`src/rtl/fp_pkg.sv`:
```
// Shared FP datapath definitions: result class encodings, IEEE-754 single field
// positions and the entry format stored by the result collector.
package fp_pkg;

  typedef enum logic [1:0] {
    FP_NORMAL = 2'b00,
    FP_ZERO   = 2'b01,
    FP_INF    = 2'b10,
    FP_NAN    = 2'b11
  } fp_class_e;

  localparam int         EXP_MSB  = 30;
  localparam int         EXP_LSB  = 23;
  localparam int         MAN_W    = 23;
  localparam logic [7:0] EXP_ALL1 = 8'hFF;

  typedef struct packed {
    logic [31:0] c;
    logic        ovf;
    fp_class_e   cls;
  } fp_entry_t;

endpackage

```
`src/rtl/fp_classify.sv`:
```
// Combinational IEEE-754 single classifier: zero (denormals flushed), inf, NaN or normal.
// Zero latency; no handshake.
module fp_classify
  import fp_pkg::*;
(
  input  logic [31:0] i_word,
  output fp_class_e   o_class
);

  logic [EXP_MSB-EXP_LSB:0] w_exp;
  logic [MAN_W-1:0]         w_man;

  assign w_exp = i_word[EXP_MSB:EXP_LSB];
  assign w_man = i_word[MAN_W-1:0];

  always_comb begin
    o_class = FP_NORMAL;
    if (w_exp == '0) begin
      o_class = FP_ZERO;
    end else if (w_exp == EXP_ALL1) begin
      o_class = (w_man == '0) ? FP_INF : FP_NAN;
    end
  end

endmodule

```
`src/rtl/fp_result_collector.sv`:
```
// Classifies multiplier products and buffers them in a first-word fall-through FIFO
// with a saturating overflow counter; one cycle in->out, in_ready = !full (registered).
module fp_result_collector
  import fp_pkg::*;
#(
  parameter int DEPTH = 4,
  parameter int OVF_W = 16
) (
  input  logic                     clk,
  input  logic                     reset,
  input  logic                     clear,
  input  logic                     in_valid,
  output logic                     in_ready,
  input  logic [31:0]              in_c,
  input  logic                     in_overflow,
  output logic                     out_valid,
  input  logic                     out_ready,
  output logic [31:0]              out_c,
  output logic                     out_overflow,
  output logic [1:0]               out_class,
  output logic [$clog2(DEPTH):0]   count,
  output logic [OVF_W-1:0]         ovf_count
);

  localparam int AW = $clog2(DEPTH);
  localparam int CW = AW + 1;

  fp_entry_t          r_mem [DEPTH];
  fp_entry_t          r_head;
  logic [AW-1:0]      r_wr_ptr;
  logic [AW-1:0]      r_rd_ptr;
  logic [CW-1:0]      r_count;
  logic               r_in_rdy;
  logic               r_out_vld;
  logic [OVF_W-1:0]   r_ovf_cnt;

  fp_class_e          w_cls;
  fp_entry_t          w_in_entry;
  fp_entry_t          w_head_nxt;
  logic               w_push;
  logic               w_pop;
  logic [AW-1:0]      w_rd_nxt;
  logic [CW-1:0]      w_count_nxt;

  fp_classify u_classify (
    .i_word  (in_c),
    .o_class (w_cls)
  );

  assign w_in_entry  = '{c: in_c, ovf: in_overflow, cls: w_cls};
  assign w_push      = in_valid & r_in_rdy & ~clear;
  assign w_pop       = r_out_vld & out_ready & ~clear;
  assign w_rd_nxt    = w_pop ? r_rd_ptr + AW'(1) : r_rd_ptr;
  assign w_count_nxt = r_count + CW'(w_push) - CW'(w_pop);
  // The new head is the word being written only when it lands in the head slot.
  assign w_head_nxt  = (w_push && (r_wr_ptr == w_rd_nxt)) ? w_in_entry : r_mem[w_rd_nxt];

  always_ff @(posedge clk) begin
    if (w_push) begin
      r_mem[r_wr_ptr] <= w_in_entry;
    end
  end

  always_ff @(posedge clk or negedge reset) begin
    if (!reset) begin
      r_wr_ptr  <= '0;
      r_rd_ptr  <= '0;
      r_count   <= '0;
      r_in_rdy  <= 1'b1;
      r_out_vld <= 1'b0;
      r_head    <= '0;
      r_ovf_cnt <= '0;
    end else if (clear) begin
      r_wr_ptr  <= '0;
      r_rd_ptr  <= '0;
      r_count   <= '0;
      r_in_rdy  <= 1'b1;
      r_out_vld <= 1'b0;
      r_head    <= '0;
      r_ovf_cnt <= '0;
    end else begin
      if (w_push) begin
        r_wr_ptr <= r_wr_ptr + AW'(1);
      end
      r_rd_ptr  <= w_rd_nxt;
      r_count   <= w_count_nxt;
      r_in_rdy  <= (w_count_nxt != CW'(DEPTH));
      r_out_vld <= (w_count_nxt != '0);
      // When the FIFO drains, the last popped entry stays on the outputs.
      if (w_count_nxt != '0) begin
        r_head <= w_head_nxt;
      end
      if (w_push && in_overflow && (r_ovf_cnt != '1)) begin
        r_ovf_cnt <= r_ovf_cnt + OVF_W'(1);
      end
    end
  end

  assign in_ready     = r_in_rdy;
  assign out_valid    = r_out_vld;
  assign out_c        = r_head.c;
  assign out_overflow = r_head.ovf;
  assign out_class    = r_head.cls;
  assign count        = r_count;
  assign ovf_count    = r_ovf_cnt;

endmodule
```
`config.mk`:
```
export PLATFORM = sky130hd
export DESIGN_NAME = fp_result_collector
export DESIGN_NICKNAME = d
export VERILOG_FILES = /design/src/rtl/fp_pkg.sv /design/src/rtl/fp_classify.sv /design/src/rtl/fp_result_collector.sv
export SDC_FILE = /design/constraint.sdc
export NUM_CORES = 1
export LEC_CHECK = 0
export CAP_MARGIN = 5
export CORE_ASPECT_RATIO = 0.8
export CORE_MARGIN = 4
export CORE_UTILIZATION = 51
export DETAILED_ROUTE_END_ITERATION = 12
export PLACE_DENSITY = 0.73
export SYNTH_ARGS = -nofsm -noshare
export SYNTH_HDL_FRONTEND = slang
export SYNTH_SLANG_ARGS = --single-unit
```
`constraint.sdc`:
```
create_clock -name clk -period 5 [get_ports clk]
set_clock_uncertainty 0.15 [all_clocks]
set_input_delay 0.5 -clock clk [delete_from_list [all_inputs] [get_ports clk]]
set_output_delay 0.5 -clock clk [all_outputs]
set_load 0.005 [all_outputs]
```
==> results.py <==
metrics = {
    "outcome": {
        "status": "finished clean",
    },
    "synth": {
        "yosysMostFrequentCell": "edfxtp_1",
        "async_flop_share": 0.300,
        "syn_nets": 626,
        "synth_area_per_cell_um2": 14.4,
        "yosysTopAreaCell": "edfxtp_1",
        "synthCells": 580,
        "synth_edf_count": 140,
        "ys_ff_latch": 200,
        "yosys_warnings": 0,
        "syn_area_um2": 8350,
        "synth_top_area_share": 0.503,
        "synth.distinct_cells": 47,
        "synth_top_cells_by_count": "edfxtp_1, dfrtp_1, o21ai_0, nand2_1, mux2i_1",
        "ys.flop_type": "edfxtp_1",
        "ys_seq_area_frac": 0.683,
        "ys_top_cells_by_area": "edfxtp_1, dfrtp_1, mux2_2, mux2i_1, o21ai_0",
    },
    "sta": {
        "finalHoldViolations": 0,
        "max_freq_ghz": 0.265,
        "drv_slew": 0,
        "final-setup-viol-count": 0,
        "setup-tns-final_ns": 0,
        "rsz0062_at_grt": "false",
        "period_minus_slack_ns": 3.77,
        "period_share": 0.753,
        "tightestPinTransition_ns": 1.05,
        "slew_headroom": 0.301,
    },
    "power": {
        "p_sw_uw": 1120,
        "leakagePower_uw": 0.00346,
        "comb_power_share": 0.207,
        "pwr-share-seq": 0.497,
        "power_density_nw_per_um2": 418,
        "swShare": 0.268,
        "pwr-share-clk": 0.296,
        "internal_power_uw": 3060,
        "vdd_ir_drop_max_mv": 0.272,
    },
    "setup_path": {
        "crit_type": "primary input to flop",
        "worstPathCellList": "clkdlybuf4s50_1 > nand2_1 > nor2_1 > inv_1 > ha_1 > inv_1 > ha_1 > inv_1 > fa_1 > nor2b_1 > a21oi_1 > and4_1 > buf_4 > a22oi_1 > o21ai_0",
        "critPathSlowestCell": "clkdlybuf4s50_1",
        "critPathMaxStageDelay_ns": 0.57,
        "crit_path_start_kind": "primary input",
        "crit_fanout": 34,
        "cp.arrival_ns": 3.95,
        "ff2ff_setup_slack_ns": 1.29,
        "path_common_cell": "inv_1",
        "required_ns": 5.18,
        "cp-end-kind": "flop",
    },
    "layout": {
        "syn_to_final_growth_pct": 19.8,
        "drive_gt1_frac": 0.130,
        "num-fill-cells": 1220,
        "finish.utilization": 0.629,
        "n_antenna_cell": 0,
        "layout.nets": 715,
    },
    "clock_tree": {
        "clk_pin_slew_ns": 0.07,
        "postCtsSetupRepairBufs": 0,
        "cts_made_buffers": 17,
        "cts-hold-fix-buffers": 1,
        "htreeDepth": 4,
        "cts_tree": "built",
        "root_buffer": "clkbuf_16",
        "insertion_delay_ns": 0.42,
        "cts_buffer_depth": 2,
        "clock_sinks": 200,
        "cts_resized": 0,
    },
    "drt": {
        "routed_wl_um": 17700,
        "drc": 0,
        "drt_first_pass_iters": 5,
        "drt_iter0_markers": 342,
        "wl_per_cell_um": 19.7,
        "vias_per_cell": 5.69,
        "ant_nets": 0,
        "num_vias": 5104,
    },
    "global_routing": {
        "grt_pass1_wl_um": 28300,
        "gr-usage-all-layers": 0.202,
        "grt_pass1_vias": 5374,
        "antenna_found_initial": 0,
        "overflow": 0,
        "grt_max_degree": 49,
    },
    "hold_path": {
        "hold_path.class": "flop to flop",
    },
    "floorplanning": {
        "core.rowCount": 41,
        "die_y_um": 122,
        "core-area_um2": 15900,
        "io_pins": 94,
        "die_area_um2": 18500,
        "die_w_um": 151,
        "start_util": 0.525,
    },
    "placement": {
        "gp_congestion": 0.779,
        "dpl.hpwl_um": 10600,
        "io_buffers": 93,
    },
    "flow_run": {
        "drv_cap": 0,
    },
}
-- worst max-delay path, delay by kind of cell --
| kind | cells | cell delay, ns |
|---|---|---|
| AO/OA/AOI/OAI | 3 | 0.55 |
| adder cells (fa/ha/maj) | 3 | 0.86 |
| buffers and inverters | 5 | 1.15 |
| AND/OR/NAND/NOR | 4 | 0.90 |
-- metrics by stage --
stage / hold slack (ns) / cells / total power, µW / instance area [µm²] / setup slack [ns]
after floorplan: 0.0544 / 580 / 2540 / 8350 / 1.84
after global placement: 0.349 / 864 / 2950 / 9460 / 0.979
after detailed placement: 0.347 / 864 / 2980 / 9460 / 0.834
after CTS: 0.365 / 897 / 4230 / 10000 / 1.26
after global routing: 0.398 / 897 / 4390 / 10000 / 1.02
final: 0.355 / 897 / 4180 / 10000 / 1.23
-- final timing paths --
| kind | end | depth (start not counted) | from |
|---|---|---|---|
| max | out_c[9] | 15 | in_valid |
| min | out_class[0] | 1 | out_class[0] |
| max reg2reg | out_c[9] | 14 | in_ready |
| min reg2reg | out_class[0] | 1 | out_class[0] |
| max in group asynchronous | r_rd_ptr[1] | 3 | reset |
| min in group asynchronous | ovf_count[13] | 2 | reset |
-- cells in the final DEF (no fill, tap or decap), types with 5 or more instances in the layout --
cell type        Yosys  final
nand2_1             45     45
mux2_2              36     36
o21ai_1             15     15
nor2b_1              5      5
clkdlybuf4s50_1      0     92
and4_1               5      5
clkinv_2             0      6
clkbuf_16            0     17
nor4_1               5      5
ha_1                 7      7
dfrtp_1             59     58
buf_4                6      8
a211oi_1             5      5
inv_1                9      9
xnor2_1              8      8
edfxtp_1           140    140
o21ai_0             57     57
nand4_1              5      5
a22oi_1             34     34
nor2_1              23     23
mux2i_1             37     37
nand3_1             10     10
-- state kept, by name (all words and copies together) (netlist names) --
| signal | count |
|---|---|
| out_valid | 1 |
| r_mem | 140 |
| out_class | 2 |
| r_wr_ptr | 2 |
| r_rd_ptr | 2 |
| count | 3 |
| ovf_count | 16 |
| in_ready | 1 |
| out_overflow | 1 |
| out_c | 32 |
-- layer usage --
layer / track usage / vias up / wire length (µm)
met5: 0 / - / 0
met4: 0.0481 / 0 / 195
met3: 0.0509 / 19 / 1110
met2: 0.330 / 158 / 8450
met1: 0.277 / 2566 / 7960
li1: - / 2361 / -
-- cell families after synthesis --
kind of cell / Yosys count / share of synthesized area
AND/OR/NAND/NOR: 120 / 0.0737
XOR/XNOR: 16 / 0.0223
buffers and inverters: 41 / 0.0250
flip-flops: 200 / 0.683
multiplexers: 74 / 0.0947
AO/OA/AOI/OAI: 121 / 0.0881
adder cells (fa/ha/maj): 8 / 0.0129
-- power by group through the flow --
stage / sequential [µW] / clock (µW) / combinational [µW]
floorplan: 2090 / 0 / 445
global placement: 2100 / 0 / 850
detailed placement: 2110 / 0 / 872
CTS: 2080 / 1270 / 881
global route: 2100 / 1330 / 960
finish: 2080 / 1240 / 868
-- layout make-up --
cell class                 count  area [µm²]  area share
sequential                   200        5710       0.571
inverter                       9        33.8     0.00338
timing repair buffer         102         996      0.0995
clock buffer                  24         492      0.0491
tap                          215         269      0.0269
multi-input combinational    339        2460       0.246
clock inverter                 8        46.3     0.00463
(Power assumes the default switching activity.)
